<file path="src/rtl/pe_window_dist_if.sv">
// Write/read bus of the PE window distributor.
// The packet source and PE array sit on the master side, the distributor on the slave side.
interface pe_window_dist_if #(
  parameter int NUM_PE = 8,
  parameter int ELEM_W = 16
);
  logic                           wr_sop;
  logic                           wr_eop;
  logic                           wr_vld;
  logic                           wr_rdy;
  logic [ELEM_W-1:0]              wr_data;
  logic                           err_data;
  logic                           rd_start;
  logic                           buf_rdy;
  logic                           rd_busy;
  logic                           pe_vld;
  logic                           pe_last;
  logic [NUM_PE-1:0][ELEM_W-1:0]  pe_data;
  logic                           pkt_drop;

  modport master (
    output wr_sop, wr_eop, wr_vld, wr_data, err_data, rd_start,
    input  wr_rdy, buf_rdy, rd_busy, pe_vld, pe_last, pe_data, pkt_drop
  );

  modport slave (
    input  wr_sop, wr_eop, wr_vld, wr_data, err_data, rd_start,
    output wr_rdy, buf_rdy, rd_busy, pe_vld, pe_last, pe_data, pkt_drop
  );
endinterface

</file>
<file path="src/rtl/pe_window_dist.sv">
// PE window distributor: fans one element-serial packet out into NUM_PE
// ping-pong window buffers (PE p gets e[p*STRIDE + j], j < WIN) and streams
// committed windows to the PE array, one slot per cycle.

// One lane: two banks of WIN elements plus a registered read port.
module pe_window_lane #(
  parameter int ELEM_W = 16,
  parameter int WIN    = 6,
  parameter int OW     = 3
) (
  input  logic              clk,
  input  logic              rst,
  input  logic              we_i,
  input  logic              wbank_i,
  input  logic [OW-1:0]     woff_i,
  input  logic [ELEM_W-1:0] wdata_i,
  input  logic              re_i,
  input  logic              rbank_i,
  input  logic [OW-1:0]     roff_i,
  output logic [ELEM_W-1:0] rdata_o
);
  logic [ELEM_W-1:0] mem_q [2][WIN];
  logic [ELEM_W-1:0] rdata_q;

  // Bank storage; contents survive reset on purpose.
  always_ff @(posedge clk) begin
    if (we_i) mem_q[wbank_i][woff_i] <= wdata_i;
  end

  // Read register holds the last slot while no read is issued.
  always_ff @(posedge clk or posedge rst) begin
    if (rst)       rdata_q <= '0;
    else if (re_i) rdata_q <= mem_q[rbank_i][roff_i];
  end

  assign rdata_o = rdata_q;
endmodule

module pe_window_dist #(
  parameter int NUM_PE = 8,
  parameter int ELEM_W = 16,
  parameter int WIN    = 6,
  parameter int STRIDE = 1
) (
  input  logic            clk,
  input  logic            rst,
  pe_window_dist_if.slave bus
);
  localparam int PKT_LEN = (NUM_PE-1)*STRIDE + WIN;
  localparam int IW      = $clog2(PKT_LEN+1);
  localparam int SW      = $clog2(WIN+1);
  localparam int OW      = $clog2(WIN);

  typedef enum logic {W_IDLE, W_FILL} w_st_t;
  typedef enum logic {R_IDLE, R_RUN}  r_st_t;

  w_st_t         w_state_q;
  r_st_t         r_state_q;
  logic [IW-1:0] idx_q;
  logic          wbank_q, rbank_q;
  logic [1:0]    full_q, full_d;
  logic          drop_q;
  logic [SW-1:0] slot_q;
  logic          busy_q, vld_q, last_q;

  logic          wr_rdy, acc, in_pkt, commit, drop;
  logic [IW-1:0] cur_i, cnt;
  logic          rd_go, release_w, rd_en;
  logic [OW-1:0] rd_off;

  assign wr_rdy    = ~full_q[wbank_q];
  assign acc       = bus.wr_vld & wr_rdy;
  // A beat belongs to a packet if it opens one or continues the current one.
  assign in_pkt    = acc & (bus.wr_sop | (w_state_q == W_FILL));
  assign cur_i     = bus.wr_sop ? '0 : idx_q;
  assign cnt       = (cur_i == IW'(PKT_LEN)) ? cur_i : cur_i + 1'b1;
  assign commit    = in_pkt & bus.wr_eop & ~bus.err_data & (cnt == IW'(PKT_LEN));
  // A sop mid-fill kills the open packet even if the new beat is also eop.
  assign drop      = (acc & bus.wr_sop & (w_state_q == W_FILL)) |
                     (in_pkt & bus.wr_eop & ~commit);

  assign rd_go     = bus.rd_start & (|full_q) & ~busy_q;
  assign release_w = (r_state_q == R_RUN) & (slot_q == SW'(WIN));
  assign rd_en     = rd_go | ((r_state_q == R_RUN) & (slot_q < SW'(WIN)));
  assign rd_off    = rd_go ? '0 : OW'(slot_q);

  // Write FSM: packet framing, element index and write-bank pointer.
  always_ff @(posedge clk or posedge rst) begin
    if (rst) begin
      w_state_q <= W_IDLE;
      idx_q     <= '0;
      wbank_q   <= 1'b0;
      drop_q    <= 1'b0;
    end else begin
      drop_q <= drop;
      if (in_pkt) begin
        if (bus.wr_eop) begin
          w_state_q <= W_IDLE;
          if (commit) wbank_q <= ~wbank_q;
        end else begin
          w_state_q <= W_FILL;
          idx_q     <= cnt;
        end
      end
    end
  end

  // Commit of one bank and release of the other can land on the same edge.
  always_comb begin
    full_d = full_q;
    if (commit)    full_d[wbank_q] = 1'b1;
    if (release_w) full_d[rbank_q] = 1'b0;
  end

  // Bank occupancy.
  always_ff @(posedge clk or posedge rst) begin
    if (rst) full_q <= '0;
    else     full_q <= full_d;
  end

  // Read FSM: slot 0 is issued with rd_start, the extra RUN cycle releases the bank.
  always_ff @(posedge clk or posedge rst) begin
    if (rst) begin
      r_state_q <= R_IDLE;
      slot_q    <= '0;
      rbank_q   <= 1'b0;
      busy_q    <= 1'b0;
      vld_q     <= 1'b0;
      last_q    <= 1'b0;
    end else begin
      vld_q  <= rd_en;
      last_q <= rd_en & (rd_off == OW'(WIN-1));
      case (r_state_q)
        R_IDLE: if (rd_go) begin
          r_state_q <= R_RUN;
          slot_q    <= SW'(1);
          busy_q    <= 1'b1;
        end
        R_RUN: if (release_w) begin
          r_state_q <= R_IDLE;
          slot_q    <= '0;
          busy_q    <= 1'b0;
          rbank_q   <= ~rbank_q;
        end else begin
          slot_q <= slot_q + 1'b1;
        end
        default: r_state_q <= R_IDLE;
      endcase
    end
  end

  // Per-PE window lanes: element i lands at offset i - p*STRIDE when in window.
  for (genvar p = 0; p < NUM_PE; p++) begin : g_lane
    logic          we;
    logic [OW-1:0] woff;
    assign we   = in_pkt & (cur_i >= IW'(p*STRIDE)) &
                  (cur_i < IW'(p*STRIDE + WIN)) & (cur_i < IW'(PKT_LEN));
    assign woff = OW'(cur_i - IW'(p*STRIDE));
    pe_window_lane #(.ELEM_W(ELEM_W), .WIN(WIN), .OW(OW)) u_lane (
      .clk     (clk),
      .rst     (rst),
      .we_i    (we),
      .wbank_i (wbank_q),
      .woff_i  (woff),
      .wdata_i (bus.wr_data),
      .re_i    (rd_en),
      .rbank_i (rbank_q),
      .roff_i  (rd_off),
      .rdata_o (bus.pe_data[p])
    );
  end

  assign bus.wr_rdy   = wr_rdy;
  assign bus.buf_rdy  = |full_q;
  assign bus.rd_busy  = busy_q;
  assign bus.pe_vld   = vld_q;
  assign bus.pe_last  = last_q;
  assign bus.pkt_drop = drop_q;
endmodule
</file>
<file path="src/flat_wrapper.sv">
// flat-port wrapper written by rule: the top's interface ports become plain ports
module pe_window_dist_flat 
#(
  parameter int NUM_PE = 8,
  parameter int ELEM_W = 16,
  parameter int WIN    = 6,
  parameter int STRIDE = 1
)
  (clk, rst, bus_wr_sop, bus_wr_eop, bus_wr_vld, bus_wr_data, bus_err_data, bus_rd_start, bus_wr_rdy, bus_buf_rdy, bus_rd_busy, bus_pe_vld, bus_pe_last, bus_pe_data, bus_pkt_drop);
  pe_window_dist_if #(.NUM_PE(NUM_PE), .ELEM_W(ELEM_W)) bus_i ();
  input  logic clk;
  input  logic rst;
  input wire logic [$bits(bus_i.wr_sop)-1:0] bus_wr_sop;
  input wire logic [$bits(bus_i.wr_eop)-1:0] bus_wr_eop;
  input wire logic [$bits(bus_i.wr_vld)-1:0] bus_wr_vld;
  input wire logic [$bits(bus_i.wr_data)-1:0] bus_wr_data;
  input wire logic [$bits(bus_i.err_data)-1:0] bus_err_data;
  input wire logic [$bits(bus_i.rd_start)-1:0] bus_rd_start;
  output wire logic [$bits(bus_i.wr_rdy)-1:0] bus_wr_rdy;
  output wire logic [$bits(bus_i.buf_rdy)-1:0] bus_buf_rdy;
  output wire logic [$bits(bus_i.rd_busy)-1:0] bus_rd_busy;
  output wire logic [$bits(bus_i.pe_vld)-1:0] bus_pe_vld;
  output wire logic [$bits(bus_i.pe_last)-1:0] bus_pe_last;
  output wire logic [$bits(bus_i.pe_data)-1:0] bus_pe_data;
  output wire logic [$bits(bus_i.pkt_drop)-1:0] bus_pkt_drop;
  assign bus_i.wr_sop = bus_wr_sop;
  assign bus_i.wr_eop = bus_wr_eop;
  assign bus_i.wr_vld = bus_wr_vld;
  assign bus_i.wr_data = bus_wr_data;
  assign bus_i.err_data = bus_err_data;
  assign bus_i.rd_start = bus_rd_start;
  assign bus_wr_rdy = bus_i.wr_rdy;
  assign bus_buf_rdy = bus_i.buf_rdy;
  assign bus_rd_busy = bus_i.rd_busy;
  assign bus_pe_vld = bus_i.pe_vld;
  assign bus_pe_last = bus_i.pe_last;
  assign bus_pe_data = bus_i.pe_data;
  assign bus_pkt_drop = bus_i.pkt_drop;
  pe_window_dist #(.NUM_PE(NUM_PE), .ELEM_W(ELEM_W), .WIN(WIN), .STRIDE(STRIDE)) u_core (.clk(clk), .rst(rst), .bus(bus_i));
endmodule
</file>
<file path="config.mk">
export PLATFORM = sky130hd
export DESIGN_NAME = pe_window_dist_flat
export DESIGN_NICKNAME = d
export VERILOG_FILES = /design/src/rtl/pe_window_dist_if.sv /design/src/rtl/pe_window_dist.sv /design/src/flat_wrapper.sv
export SDC_FILE = /design/constraint.sdc
export NUM_CORES = 2
export LEC_CHECK = 0
export CAP_MARGIN = 10
export CORE_ASPECT_RATIO = 0.75
export CORE_UTILIZATION = 45
export CTS_CLUSTER_SIZE = 25
export DETAILED_ROUTE_END_ITERATION = 10
export GPL_TIMING_DRIVEN = 0
export MAX_ROUTING_LAYER = met4
export PLACE_DENSITY = 0.62
export REMOVE_ABC_BUFFERS = 1
export SLEW_MARGIN = 25
export SYNTH_ARGS = -nofsm -noshare
export SYNTH_HDL_FRONTEND = slang
export SYNTH_HIERARCHICAL = 1
export SYNTH_SLANG_ARGS = --single-unit
</file>
<file path="constraint.sdc">
create_clock -name clk -period 5.5 [get_ports clk]
set_input_delay 1.65 -clock clk [delete_from_list [all_inputs] [get_ports clk]]
set_output_delay 1.65 -clock clk [all_outputs]
set_load 0.05 [all_outputs]
</file>
==> key figures <==
Run status
  • Status: completed

Clock tree
  • Num CTS Buffers: 164
  • Post-CTS setup buffers: 0
  • Post-CTS Hold Buffers: 0
  • CTS tree: done
  • CTS sink count: 1681
  • Worst skew pair latency: 0.79 ns
  • Clk pin slew, worst setup/hold paths: 0.06 ns
  • # H-tree levels: 4
  • Clk root buf: clkbuf_16
  • Clk buf depth: 3
  • Cts repair resizes: 5

Final layout
  • Layout net count: 3953
  • Leading cell type in the layout, fill and taps excluded: edfxtp_1
  • Layout cell share with drive strength beyond 1: 0.264
  • Area grow syn2layout: 16.5%
  • Core Util, Final: 0.528
  • Fill cell count: 11400
  • Most frequent cells in the layout: edfxtp_1, mux2_2, nor2b_1
  • Final instance area: 76500 um^2

Floorplanning
  • Num ports: 157
  • Initial Util: 0.453
  • Die ar.: 148000 um^2
  • Die Wd: 443 um
  • # rows: 121
  • Die height: 333 um
  • Core area: 145000 um^2

Global routing
  • Largest net degree at the start of global routing: 77
  • First-pass GRT wire length: 228000 um
  • Grt total ovfl: 0
  • Initial antenna violation count: 4
  • GRT Util Overall: 0.216
  • Vias in the first global route: 34300

Logic synthesis
  • Share of the synthesized area in the top cell type: 0.702
  • Avg Inst Size Synth: 18.2 um^2
  • Most used DFF post-synth: edfxtp_1
  • Number of synthesized flops with an enable pin: 1536
  • Most area-hungry cell type in the Yosys netlist: edfxtp_1
  • Synth warn: 6
  • Mapped Area: 65700 um^2
  • Post-Syn Instances: 3606
  • Distinct cell type count after synthesis: 52
  • Ys async rst share: 0.0863
  • Seq/Total Area, Yosys: 0.757
  • Seq cells post-synth: 1681
  • Largest cells by area after synthesis: edfxtp_1, mux2_2, dfrtp_1, mux4_2, nor2b_1

Place
  • Post-DP Area: 71300 um^2
  • DP Wirelength: 96000 um
  • Number of port buffers: 156
  • GPL Wtd Cong: 0.753

Power and ir drop
  • Worst VDD drop: 263 uV
  • Power Density: 330 nW/um^2
  • Lkg Pwr: 24.7 nW
  • Pwr Total: 25.2 mW

Setup path
  • FF-to-FF setup slack: 1.15 ns
  • Reg-to-reg startpoint: u_core/idx_q[1]
  • Worst path max stage delay: 0.89 ns
  • Worst Setup End Kind: flop
  • WP data required: 5.98 ns
  • Kind of critical path: primary input to flop
  • Critical Path Start Type: primary input
  • Cells along the critical path: clkdlybuf4s50_1 -> nor2_2 -> ha_1 -> o21ai_0 -> a21boi_1 -> nand2b_1 -> nor4_2 -> buf_4 -> buf_2
  • Slowest cell on crit path: nor2_2
  • CP bufs+invs: 3
  • CP top delay family: simple AND/OR/NAND/NOR gates
  • R2R cell count: 9
  • R2r endpoint: u_core/g_lane[3].u_lane/mem_q[0][90]
  • CP arrival: 5.88 ns
  • Crit-path max FO: 17

Drt
  • Via count: 33700
  • DRT iter0 DRCs: 2845
  • Vias/cell: 5.65
  • DRC: 0
  • WL met3: 7710 um
  • DR WL/cell: 25.9 um
  • Met2 Wirelength: 73700 um
  • Total Wirelength: 155000 um
  • Detailed Routing Iterations Pass 1: 7
  • Antenna Nets Post-Route: 0
  • Top Metal Used: met4
  • Wl on met1: 69300 um

STA
  • Period minus WS final: 5.39 ns
  • Final period util: 0.980
  • Final setup fails: 0
  • Worst-margin pin slew: 1.08 ns
  • Max Freq: 186 MHz
  • WHS: 0.552 ns
  • Max-slew violations: 0
  • RSZ-0062 raised after global routing: yes
  • Hold Vio Cnt, Final: 0
  • Worst rel slew slack: 0.275
  • Setup Skew: 0.0288 ns

Flow run
  • MaxCap Viol Count: 0

Worst hold path
  • Worst Hold Launch: u_core/bus.rd_busy
  • Hold Crit Depth: 2
  • Hold Path End: u_core/bus.rd_busy
  • Worst Hold Class: flop to flop
[cell type report]
cell class | count | area (um^2) | share of cell area
clock inverter | 69 | 603 | 0.00788
clock buffer | 230 | 4600 | 0.0600
tap | 1906 | 2380 | 0.0312
multi-input combinational | 1712 | 15100 | 0.198
antenna | 6 | 15.0 | 0.000196
timing repair buffer | 341 | 3950 | 0.0516
sequential | 1681 | 49800 | 0.650
inverter | 23 | 91.3 | 0.00119
[flip-flops by register name, indices dropped and copies added, names as in the netlist]
signal,flops
u_core/bus.rd_busy,1
u_core/g_lane.u_lane/mem_q,1536
u_core/bus.pe_last,1
u_core/bus.pkt_drop,1
u_core/idx_q,4
u_core/wbank_q,1
u_core/bus.pe_vld,1
u_core/r_state_q,1
u_core/w_state_q,1
u_core/full_q,2
u_core/rbank_q,1
u_core/g_lane.u_lane/rdata_o,128
u_core/slot_q,3
[logic make-up (layout without fill, tap and decap cells)]
logic type	Yosys count	in the layout	share of synthesized area
AO/OA/AOI/OAI	674	674	0.0642
XOR/XNOR	6	6	0.000800
adder cells (fa/ha/maj)	7	7	0.00133
buffers and inverters	213	663	0.0203
flip-flops	1681	1681	0.757
multiplexers	516	516	0.110
other	0	6	0
AND/OR/NAND/NOR	509	509	0.0457
[tightest hold or removal path: stages (launching register included)]
cell	delay, ns
dfrtp_1	0.38
nand2_1	0.07
o21ai_0	0.07
[synth_stat cells (7+ instances only)]
master    number
a211oi_1     129
a21oi_1      137
and2b_1        8
and3b_1        8
buf_2         59
buf_4         40
buf_6         40
clkbuf_1      43
clkbuf_2       8
dfrtp_1      145
edfxtp_1    1536
ha_1           7
inv_1         23
mux2_2       385
mux4_2       128
nand2_1       33
nand2b_1      35
nand3_1       10
nand3b_1      16
nor2_1        61
nor2b_1      260
nor3_1        34
nor4_1        16
o21ai_0      128
o21ai_1        8
o22ai_1      130
o31ai_1      129
or2_1          8
or3b_2         8
[how the worst max path moves through the flow]
stage | from | end | slack (ns) | depth (start not counted)
floorplan | u_core/rbank_q | u_core/g_lane[0].u_lane/rdata_o[0] | -13.35 | 3
global placement | u_core/rbank_q | u_core/g_lane[3].u_lane/rdata_o[10] | -22.99 | 3
detailed placement | bus_wr_sop | u_core/g_lane[1].u_lane/mem_q[0][90] | -1.60 | 12
CTS | bus_wr_sop | u_core/g_lane[3].u_lane/mem_q[0][84] | 0.03 | 11
global route | bus_wr_sop | u_core/g_lane[3].u_lane/mem_q[0][90] | -0.03 | 9
finish | bus_wr_sop | u_core/g_lane[3].u_lane/mem_q[0][90] | 0.11 | 9
[report_power, final]
part,internal (mW),total (mW),leakage [nW],switching (mW)
Clock,6.29,10.9,2.54,4.66
Sequential,13.9,13.9,15.8,0.00153
Combinational,0.0591,0.359,6.31,0.300
Total,20.3,25.2,24.7,4.96
[stage by stage]
step	TNS [ns]	setup slack, ns	instances
finish	0	0.109	5968
global route	-0.109	-0.0283	5964
CTS	0	0.0303	5962
detailed placement	-907.82	-1.60	5663
global placement	-7073.05	-22.99	5478
floorplan	-1777.65	-13.35	3416
[metal layers]
| metal | vias to the layer above | global-route usage |
|---|---|---|
| met1 | 17600 | 0.298 |
| li1 | 15100 | - |
| met4 | 0 | 0.0730 |
| met2 | 869 | 0.330 |
| met5 | - | - |
| met3 | 232 | 0.0312 |
(Power assumes the default switching activity.)
